<file path="src/rtl/dcache_pkg.sv">
// Shared types and defaults for the direct-mapped write-through data cache.
package dcache_pkg;

    localparam int DEF_INDEX_W = 6;
    localparam int DEF_ADDR_W  = 22;

    localparam logic CMD_READ  = 1'b0;
    localparam logic CMD_WRITE = 1'b1;

    typedef enum logic [1:0] {
        ST_IDLE,
        ST_RD_MISS,
        ST_WR_THRU,
        ST_RESP
    } state_t;

endpackage

</file>
<file path="src/rtl/dcache_array.sv">
// Valid/tag/data storage for the direct-mapped cache: combinational read,
// one write port, valid bits cleared asynchronously by reset.
module dcache_array
    import dcache_pkg::*;
#(
    parameter int INDEX_W = DEF_INDEX_W,
    parameter int TAG_W   = DEF_ADDR_W - DEF_INDEX_W
) (
    input  logic               clk,
    input  logic               rst_n,
    input  logic [INDEX_W-1:0] rd_index,
    output logic               rd_valid,
    output logic [TAG_W-1:0]   rd_tag,
    output logic [31:0]        rd_data,
    input  logic               wr_en,
    input  logic [INDEX_W-1:0] wr_index,
    input  logic [TAG_W-1:0]   wr_tag,
    input  logic [31:0]        wr_data
);

    localparam int LINES = 2 ** INDEX_W;

    logic [LINES-1:0] valid_q;
    logic [TAG_W-1:0] tag_mem  [LINES];
    logic [31:0]      data_mem [LINES];

    always_ff @(posedge clk or negedge rst_n) begin
        if (!rst_n) begin
            valid_q <= '0;
        end else if (wr_en) begin
            valid_q[wr_index] <= 1'b1;
        end
    end

    // NOTE: tag/data storage has no reset; a cleared valid bit makes its contents irrelevant.
    always_ff @(posedge clk) begin
        if (wr_en) begin
            tag_mem[wr_index]  <= wr_tag;
            data_mem[wr_index] <= wr_data;
        end
    end

    assign rd_valid = valid_q[rd_index];
    assign rd_tag   = tag_mem[rd_index];
    assign rd_data  = data_mem[rd_index];

endmodule

</file>
<file path="src/rtl/dcache_ctrl.sv">
// Direct-mapped, write-through, no-write-allocate data cache controller.
// Read hits complete in the request cycle; misses and writes go to backing memory.
module dcache_ctrl
    import dcache_pkg::*;
#(
    parameter int INDEX_W = DEF_INDEX_W,
    parameter int ADDR_W  = DEF_ADDR_W
) (
    input  logic              clk,
    input  logic              rst_n,
    input  logic              req_valid,
    input  logic              cmd,
    input  logic [ADDR_W-1:0] addr,
    input  logic [31:0]       data,
    output logic [31:0]       result,
    output logic              cache_hit,
    output logic              stall,
    output logic              bk_req,
    output logic              bk_we,
    output logic [ADDR_W-1:0] bk_addr,
    output logic [31:0]       bk_wdata,
    input  logic [31:0]       bk_rdata,
    input  logic              bk_ack
);

    localparam int TAG_W = ADDR_W - INDEX_W;

    state_t             state_q;
    logic [31:0]        resp_data_q;

    logic [INDEX_W-1:0] req_index;
    logic [TAG_W-1:0]   req_tag;
    logic               line_valid;
    logic [TAG_W-1:0]   line_tag;
    logic [31:0]        line_data;
    logic               tag_hit;
    logic               idle_req;
    logic               read_hit;
    logic               write_hit;
    logic               fill;
    logic               busy;

    logic               wr_en;
    logic [INDEX_W-1:0] wr_index;
    logic [TAG_W-1:0]   wr_tag;
    logic [31:0]        wr_data;

    assign req_index = addr[INDEX_W-1:0];
    assign req_tag   = addr[ADDR_W-1:INDEX_W];
    assign tag_hit   = line_valid && (line_tag == req_tag);
    assign idle_req  = (state_q == ST_IDLE) && req_valid;
    assign read_hit  = idle_req && (cmd == CMD_READ) && tag_hit;
    assign write_hit = idle_req && (cmd == CMD_WRITE) && tag_hit;
    assign fill      = (state_q == ST_RD_MISS) && bk_ack;
    assign busy      = (state_q == ST_RD_MISS) || (state_q == ST_WR_THRU);

    // The single write port serves both a write hit (request address) and a fill (latched address).
    assign wr_en    = fill || write_hit;
    assign wr_index = fill ? bk_addr[INDEX_W-1:0]      : req_index;
    assign wr_tag   = fill ? bk_addr[ADDR_W-1:INDEX_W] : req_tag;
    assign wr_data  = fill ? bk_rdata                  : data;

    dcache_array #(
        .INDEX_W (INDEX_W),
        .TAG_W   (TAG_W)
    ) u_array (
        .clk      (clk),
        .rst_n    (rst_n),
        .rd_index (req_index),
        .rd_valid (line_valid),
        .rd_tag   (line_tag),
        .rd_data  (line_data),
        .wr_en    (wr_en),
        .wr_index (wr_index),
        .wr_tag   (wr_tag),
        .wr_data  (wr_data)
    );

    // NOTE: stall is gated by rst_n so it reads 0 while reset is held, even with a request pending.
    assign stall     = rst_n && (busy || (idle_req && !read_hit));
    assign cache_hit = read_hit;

    always_comb begin
        result = '0;
        if (read_hit) begin
            result = line_data;
        end else if (state_q == ST_RESP) begin
            result = resp_data_q;
        end
    end

    // NOTE: all sequential state uses non-blocking assignments so every register samples pre-edge values.
    always_ff @(posedge clk or negedge rst_n) begin
        if (!rst_n) begin
            state_q     <= ST_IDLE;
            resp_data_q <= '0;
            bk_req      <= 1'b0;
            bk_we       <= 1'b0;
            bk_addr     <= '0;
            bk_wdata    <= '0;
        end else begin
            case (state_q)
                ST_IDLE: begin
                    if (req_valid && (cmd == CMD_WRITE)) begin
                        state_q  <= ST_WR_THRU;
                        bk_req   <= 1'b1;
                        bk_we    <= 1'b1;
                        bk_addr  <= addr;
                        bk_wdata <= data;
                    end else if (req_valid && !tag_hit) begin
                        state_q  <= ST_RD_MISS;
                        bk_req   <= 1'b1;
                        bk_we    <= 1'b0;
                        bk_addr  <= addr;
                        bk_wdata <= data;
                    end
                end
                ST_RD_MISS, ST_WR_THRU: begin
                    if (bk_ack) begin
                        state_q     <= ST_RESP;
                        resp_data_q <= (state_q == ST_RD_MISS) ? bk_rdata : 32'h0;
                        bk_req      <= 1'b0;
                        bk_we       <= 1'b0;
                        bk_addr     <= '0;
                        bk_wdata    <= '0;
                    end
                end
                ST_RESP: begin
                    state_q <= ST_IDLE;
                end
                default: begin
                    state_q <= ST_IDLE;
                end
            endcase
        end
    end

endmodule
</file>
<file path="config.mk">
export PLATFORM = sky130hd
export DESIGN_NAME = dcache_ctrl
export DESIGN_NICKNAME = d
export VERILOG_FILES = /design/src/rtl/dcache_pkg.sv /design/src/rtl/dcache_array.sv /design/src/rtl/dcache_ctrl.sv
export SDC_FILE = /design/constraint.sdc
export NUM_CORES = 2
export LEC_CHECK = 0
export ABC_AREA = 1
export CORE_MARGIN = 2
export CORE_UTILIZATION = 35
export CTS_BUF_LIST = sky130_fd_sc_hd__clkbuf_4
export DETAILED_ROUTE_END_ITERATION = 6
export SYNTH_ARGS = -nofsm -noshare
export SYNTH_HDL_FRONTEND = slang
export SYNTH_SLANG_ARGS = --single-unit
</file>
<file path="constraint.sdc">
create_clock -name clk -period 8.15 [get_ports clk]
set_input_delay 2.445 -clock clk [delete_from_list [all_inputs] [get_ports clk]]
set_output_delay 2.445 -clock clk [all_outputs]
set_load 0.05 [all_outputs]
</file>
* Word level (Yosys, flattened, before mapping)
Memory sizes are Yosys's and may differ from the RTL's.
Cells that the tools add are included.
** Operators by class
- $lt $le $gt $ge :: 3
- Equal/unequal tests :: 6
- Multiplexer cells :: 31
- Bitwise operators :: 2
- Reduce and logical (&&, ||, !) cells :: 23
** Operators with widths (count)
- 32-bit two-way mux :: 7
- 22-bit two-way mux :: 3
- 64-bit bitwise OR :: 1
- 32-bit one-hot mux with 2 select lines :: 1
- 22-bit one-hot mux with 2 select lines :: 1
- 16-bit equality test :: 1
- 16-bit two-way mux :: 1
- 6-bit by 7-bit less-than comparator with 1-bit output, second input constant :: 2
- 1-bit logical AND :: 12
- 1-bit two-way mux :: 9
- 1-bit binary-select mux with 6-bit select :: 1
- 1-bit demux with 6-bit select :: 1
- 6-bit by 1-bit >= comparator with 1-bit output, second input constant :: 1
- 2-bit two-way mux :: 3
- 6-bit two-way mux :: 1
- 2-bit one-hot mux with 3 select lines :: 1
- 2-bit equality test, second input constant :: 2
- 1-bit one-hot mux with 2 select lines :: 2
- 2-bit AND reduction :: 2
- 1-bit logical OR :: 3
- 3-bit by 1-bit inequality test with 1-bit output, second input constant :: 1
- 3-bit AND reduction :: 1
- 2-bit by 1-bit equality test with 1-bit output, second input constant :: 1
- 1-bit zero test :: 2
- other kinds (5) :: 5
** Word-level totals
- Register bits after elaboration :: 154
- Memory bits (writable) :: 3072
- Bits of input ports :: 91
- Output and inout port bits :: 90
- Logic and storage cells :: 74
- Memories kept :: 2
** Memories
- u_array.data_mem :: depth 64, width 32, rd ports 1, clocked after memory_dff 0, write ports 1, line dcache_array.sv:25 : logic [31:0] data_mem [LINES];
- u_array.tag_mem :: depth 64, width 16, rd ports 1, clocked after memory_dff 0, write ports 1, line dcache_array.sv:24 : logic [TAG_W-1:0] tag_mem [LINES];

* Longest topological paths before layout
- Depth in word-level cells :: 8
- Gate-level depth with buffers :: 25
- Gate-level depth less buffers :: 21

* By module
Synthesis repeated with hierarchy kept, for this count alone.
** Second synthesis, totals
- Cell total of the unflattened synthesis :: 11161
- Area total of the unflattened synthesis :: 130803.0 µm²
** By module, submodules not included
- dcache_array :: instances 1, cells each 10344, area an instance 125295.2 µm², seq. area each 93850.0 µm²
- dcache_ctrl :: instances 1, cells each 817, area an instance 5507.8 µm², seq. area each 2252.2 µm²

* Worst setup path after synthesis
Ideal clock, no wire load.
- Kind :: input to output
- From :: input addr[1]
- To :: output result[23]
- Arrival time :: 5142 ps
- Required time :: 5705 ps
- Slack :: 563 ps
- Cell stages on the path :: 19
- Buffers on the path :: 4
- Cell sequence :: buf_2 -> inv_2 -> buf_2 -> buf_2 -> o21ai_0 -> o22ai_1 -> nand2_1 -> nand3_1 -> nand3_1 -> nand3_1 -> nand2_1 -> nand2_1 -> nand2_1 -> nand2_1 -> nor2_1 -> nand4_1 -> nor2_2 -> clkbuf_2 -> o21ai_0
** Between the ends
- Word-level cells in the longest chain between the ends :: 5
- Elaborated cells between the ends (all ways) :: 8
- Classes of those cells :: eq/ne (1); mux (3); reduce/logical (2); memory (2)
** Ends and longest elaborated chain
- start: declaration :: line dcache_ctrl.sv:13 : input logic [ADDR_W-1:0] addr,
- memory read 64 x 16 bit or 1-bit binary-select mux with 6-bit select (tied branches)
- 16-bit equality test or 1-bit two-way mux (tied branches) :: line dcache_ctrl.sv:50, dcache_array.sv:43
- 1-bit logical AND :: line dcache_ctrl.sv:50 : assign tag_hit = line_valid && (line_tag == req_tag);
- 1-bit logical AND :: line dcache_ctrl.sv:52 : assign read_hit = idle_req && (cmd == CMD_READ) && tag_hit;
- 32-bit two-way mux (*) :: line dcache_ctrl.sv:85 : if (read_hit) begin
- end: declaration :: line dcache_ctrl.sv:15 : output logic [31:0] result,
Mark *: on every way between the ends. The rest lies on a longest branch, timed or not. The select of a mux whose other input is x is not followed.

* Worst setup path after layout
- From :: input addr[1]
- To :: output result[3]
Same word-level chain as after synthesis.

==> metrics.txt <==
outcome finished, violations left; failing checks DRC; Total GRT Usage 23.4%; I/O pins 181; grt ovf 0; Post-Synth Adder-Cell Area 0.0483%; RR Startpoint state_q[1]; CTS clk-pin slew, worst paths 0.07 ns; Post-Syn Instances 10600; post-synthesis simple-gate area fraction a little over an eighth; Syn Std Cell Area 0.129 sq mm; Placed Instance Area 0.143 sq mm; row cnt 223; final std cells w/o fill 17000; Final Hold Fails 0; routed vias/inst around 5.6; Cells after DPL 15600; share of cells above drive strength 1 17.4%; Yosys warnings 0; Worst R2R Path Depth 13; Detail Route Antenna Nets 0; first-pass iteration count of the detailed router 7; Worst Setup EP result[3]; f_max 123 MHz; initial antenna violation count 14; largest cells by area after synthesis edfxtp_1 (71%), o21ai_0 (5.5%), nand2_1 (4.6%), nor2_1 (4.4%), nand3_1 (4.1%); WS Path Type input port to output port; gpl congestion between 0.8 and 0.9; Clock Sinks 3226; Port Buf Inserts 180; nets roughly 12000; Design Area, Final 0.153 sq mm; clk buf depth 4; peak supply drop 0.202 mV; post-synthesis xor/xnor area fraction 0.00676%; final WL 457000 um; via count 95100; initial core utilization 35.1%; final clock skew 0.197 ns; fillers around 34000; multiplexer share of the synthesized area 0%; Crit. End Element output port; Post-synth top cells edfxtp_1 (3072), nand2_1 (1575), nor2_1 (1526); largest family of logic cells by synthesized area simple AND/OR/NAND/NOR gates; count of pins over their slew limit 0; CTS buffer count roughly 800; synthesis-stage register bit count approximately 3200; CTS root buf clkbuf_4; Hold Path Origin u_array.valid_q[56]; final worst slack around 0.044 ns; Max transition margin 18.5%; crit path time final 8.11 ns; die area ~0.37 sq mm; setup slack after placement -0.0984 ns; worst min path class flop to flop; largest net degree at the start of global routing between 150 and 200; Horiz. Die Dim slightly above 600 um; worst reg2reg endpoint u_array.data_mem[0][20]; Slew @ Worst Pin 1.22 ns; synthesized area per cell 12.2 sq um; Compound-Gate Fraction of Synth Area 9.15%; hold_ws 0.456 ns; DP Wirelength roughly 260000 um; period utilisation layout 99.5%; cts hold-fix bufs 0; setup_tns 0 ns; die height 612 um; worst setup path start addr[1]; FFs w/ async S/R, synth 4.77%; # Max-Cap Violations 0; CORE AREA 0.369 sq mm; Crit Path Max Fanout 23; cell taking the most area after synthesis edfxtp_1; CTS tree built; RSZ-0062 raised after global routing yes; DRT iter0 DRCs 14200; WL per Instance around 27 um; ys flop type edfxtp_1; area growth from synthesis to layout 18.5%; first-pass GRT wire length between 600000 and 700000 um; Setup crit start kind input port; Pwr per Cell Area 254 mW/mm^2; DR DRC count 2; r2r setup slk 3.60 ns; Arr. time, crit path between 5 and 6 ns; Clk Latency, worst-skew pair 1.63 ns; register area share after synthesis 74.2%; count leader, synth edfxtp_1; Req. time, crit path approximately 5.7 ns; EDFF count, synth 3072; H-tree lvl count 6; post-synth net total 10700; Leak between 50 and 60 nW; Distinct cells, synth 39; post-synth top area share ~71%; vias in the first global route 87400; Final setup violation count 0
-- how the worst min path moves through the flow --
stage	end	slack, ns	cells past startpoint
2_1_floorplan	u_array.valid_q[10]	0.42	2
3_3_place_gp	u_array.valid_q[38]	0.44	2
3_5_place_dp	u_array.valid_q[56]	0.44	2
4_1_cts	u_array.valid_q[56]	0.46	2
5_1_grt	u_array.valid_q[12]	0.48	2
6_report	u_array.valid_q[56]	0.46	2
-- flip-flops by register name (all words and copies together), names as in the netlist --
signal / count
bk_addr: 22
bk_req: 1
bk_wdata: 32
bk_we: 1
resp_data_q: 32
state_q: 2
u_array.data_mem: 2048
u_array.tag_mem: 1024
u_array.valid_q: 64
-- area by class of cell --
type | instances | area [sq um] | area share [%]
clock buffer | 1163 | 8730 | 5.69
timing repair buffer | 839 | 10100 | 6.57
clock inverter | 184 | 1160 | 0.758
tap | 4950 | 6190 | 4.04
sequential | 3226 | 96100 | 62.7
inverter | 189 | 887 | 0.578
multi-input combinational | 6404 | 30200 | 19.7
timing repair inverter | 1 | 11.3 | 0.00734
antenna | 13 | 32.5 | 0.0212
-- worst max-delay path: stages --
cell and delay, ns:
buf_8 0.15, buf_12 0.15, buf_4 0.24, clkbuf_16 0.27
nand3_1 0.10, nand3_1 0.08, nand3_1 0.08, nand3_1 0.11
nand3_1 0.14, nand3_1 0.11, nand2_1 0.12, nor2_1 0.12
nand2_1 0.13, nor2_2 0.16, nand4_1 0.23, nor2_4 0.22
buf_12 0.21, clkbuf_16 0.22, o21ai_0 0.16, buf_12 0.19
-- through the flow --
stage | power, W | utilization, %
detailed placement | 0.0256 | 38.7
floorplan | 0.0232 | -
CTS | 0.0389 | 41.4
global route | 0.0402 | 41.6
finish | 0.0389 | 41.6
global placement | 0.0256 | 38.7
-- metal layers --
layer | track usage [%] | part of all wire (%) | vias to the layer above
li1 | - | - | 40800
met1 | 31.8 | 39 | 47200
met2 | 36.3 | 45 | 6090
met3 | 4.82 | 12 | 985
met4 | 9.99 | 4.4 | 4
met5 | 0 | 0.0061 | -
-- power by group --
group	switching, W	internal, W
registers	0.000210	0.0196
logic	0.00427	0.00142
clock network	0.00656	0.00687
-- repair_timing --
action                                  in CTS  in global routing
buffers inserted                             0                  7
pin swaps                                    1                  1
endpoints found under the setup margin      29                 31
resized for setup                            6                 86
gates cloned                                 0                  9
-- kinds of logic after synthesis --
family,Yosys count
AO/OA/AOI/OAI,2166
XOR/XNOR,1
adder cells (fa/ha/maj),5
buffers and inverters,943
flip-flops,3226
AND/OR/NAND/NOR,4232
-- cell usage in the layout (no fill, tap or decap), types with 8 or more instances in the layout --
master / netlist / routed
o21ai_1: 22 / 22
clkbuf_16: 0 / 8
inv_2: 4 / 12
o32ai_1: 34 / 34
clkinv_4: 0 / 10
clkinv_2: 0 / 13
inv_6: 0 / 11
o21ai_2: 0 / 14
o21ai_0: 1423 / 1361
nand4_1: 66 / 66
diode_2: 0 / 13
nor2_1: 1526 / 1502
a21oi_1: 31 / 31
buf_6: 9 / 15
inv_4: 0 / 43
clkdlybuf4s50_1: 0 / 139
clkinv_1: 12 / 130
nor2_4: 0 / 22
buf_4: 39 / 423
buf_12: 0 / 238
inv_1: 173 / 129
dfrtp_1: 154 / 154
nand2_1: 1575 / 1572
nand3_1: 1050 / 1037
buf_16: 0 / 11
o22ai_1: 622 / 622
nand3_2: 2 / 14
o21ai_4: 0 / 48
edfxtp_1: 3072 / 3072
o21bai_1: 17 / 17
bufinv_16: 0 / 12
clkbuf_4: 0 / 1163
Power figures use the tool's default switching activity.
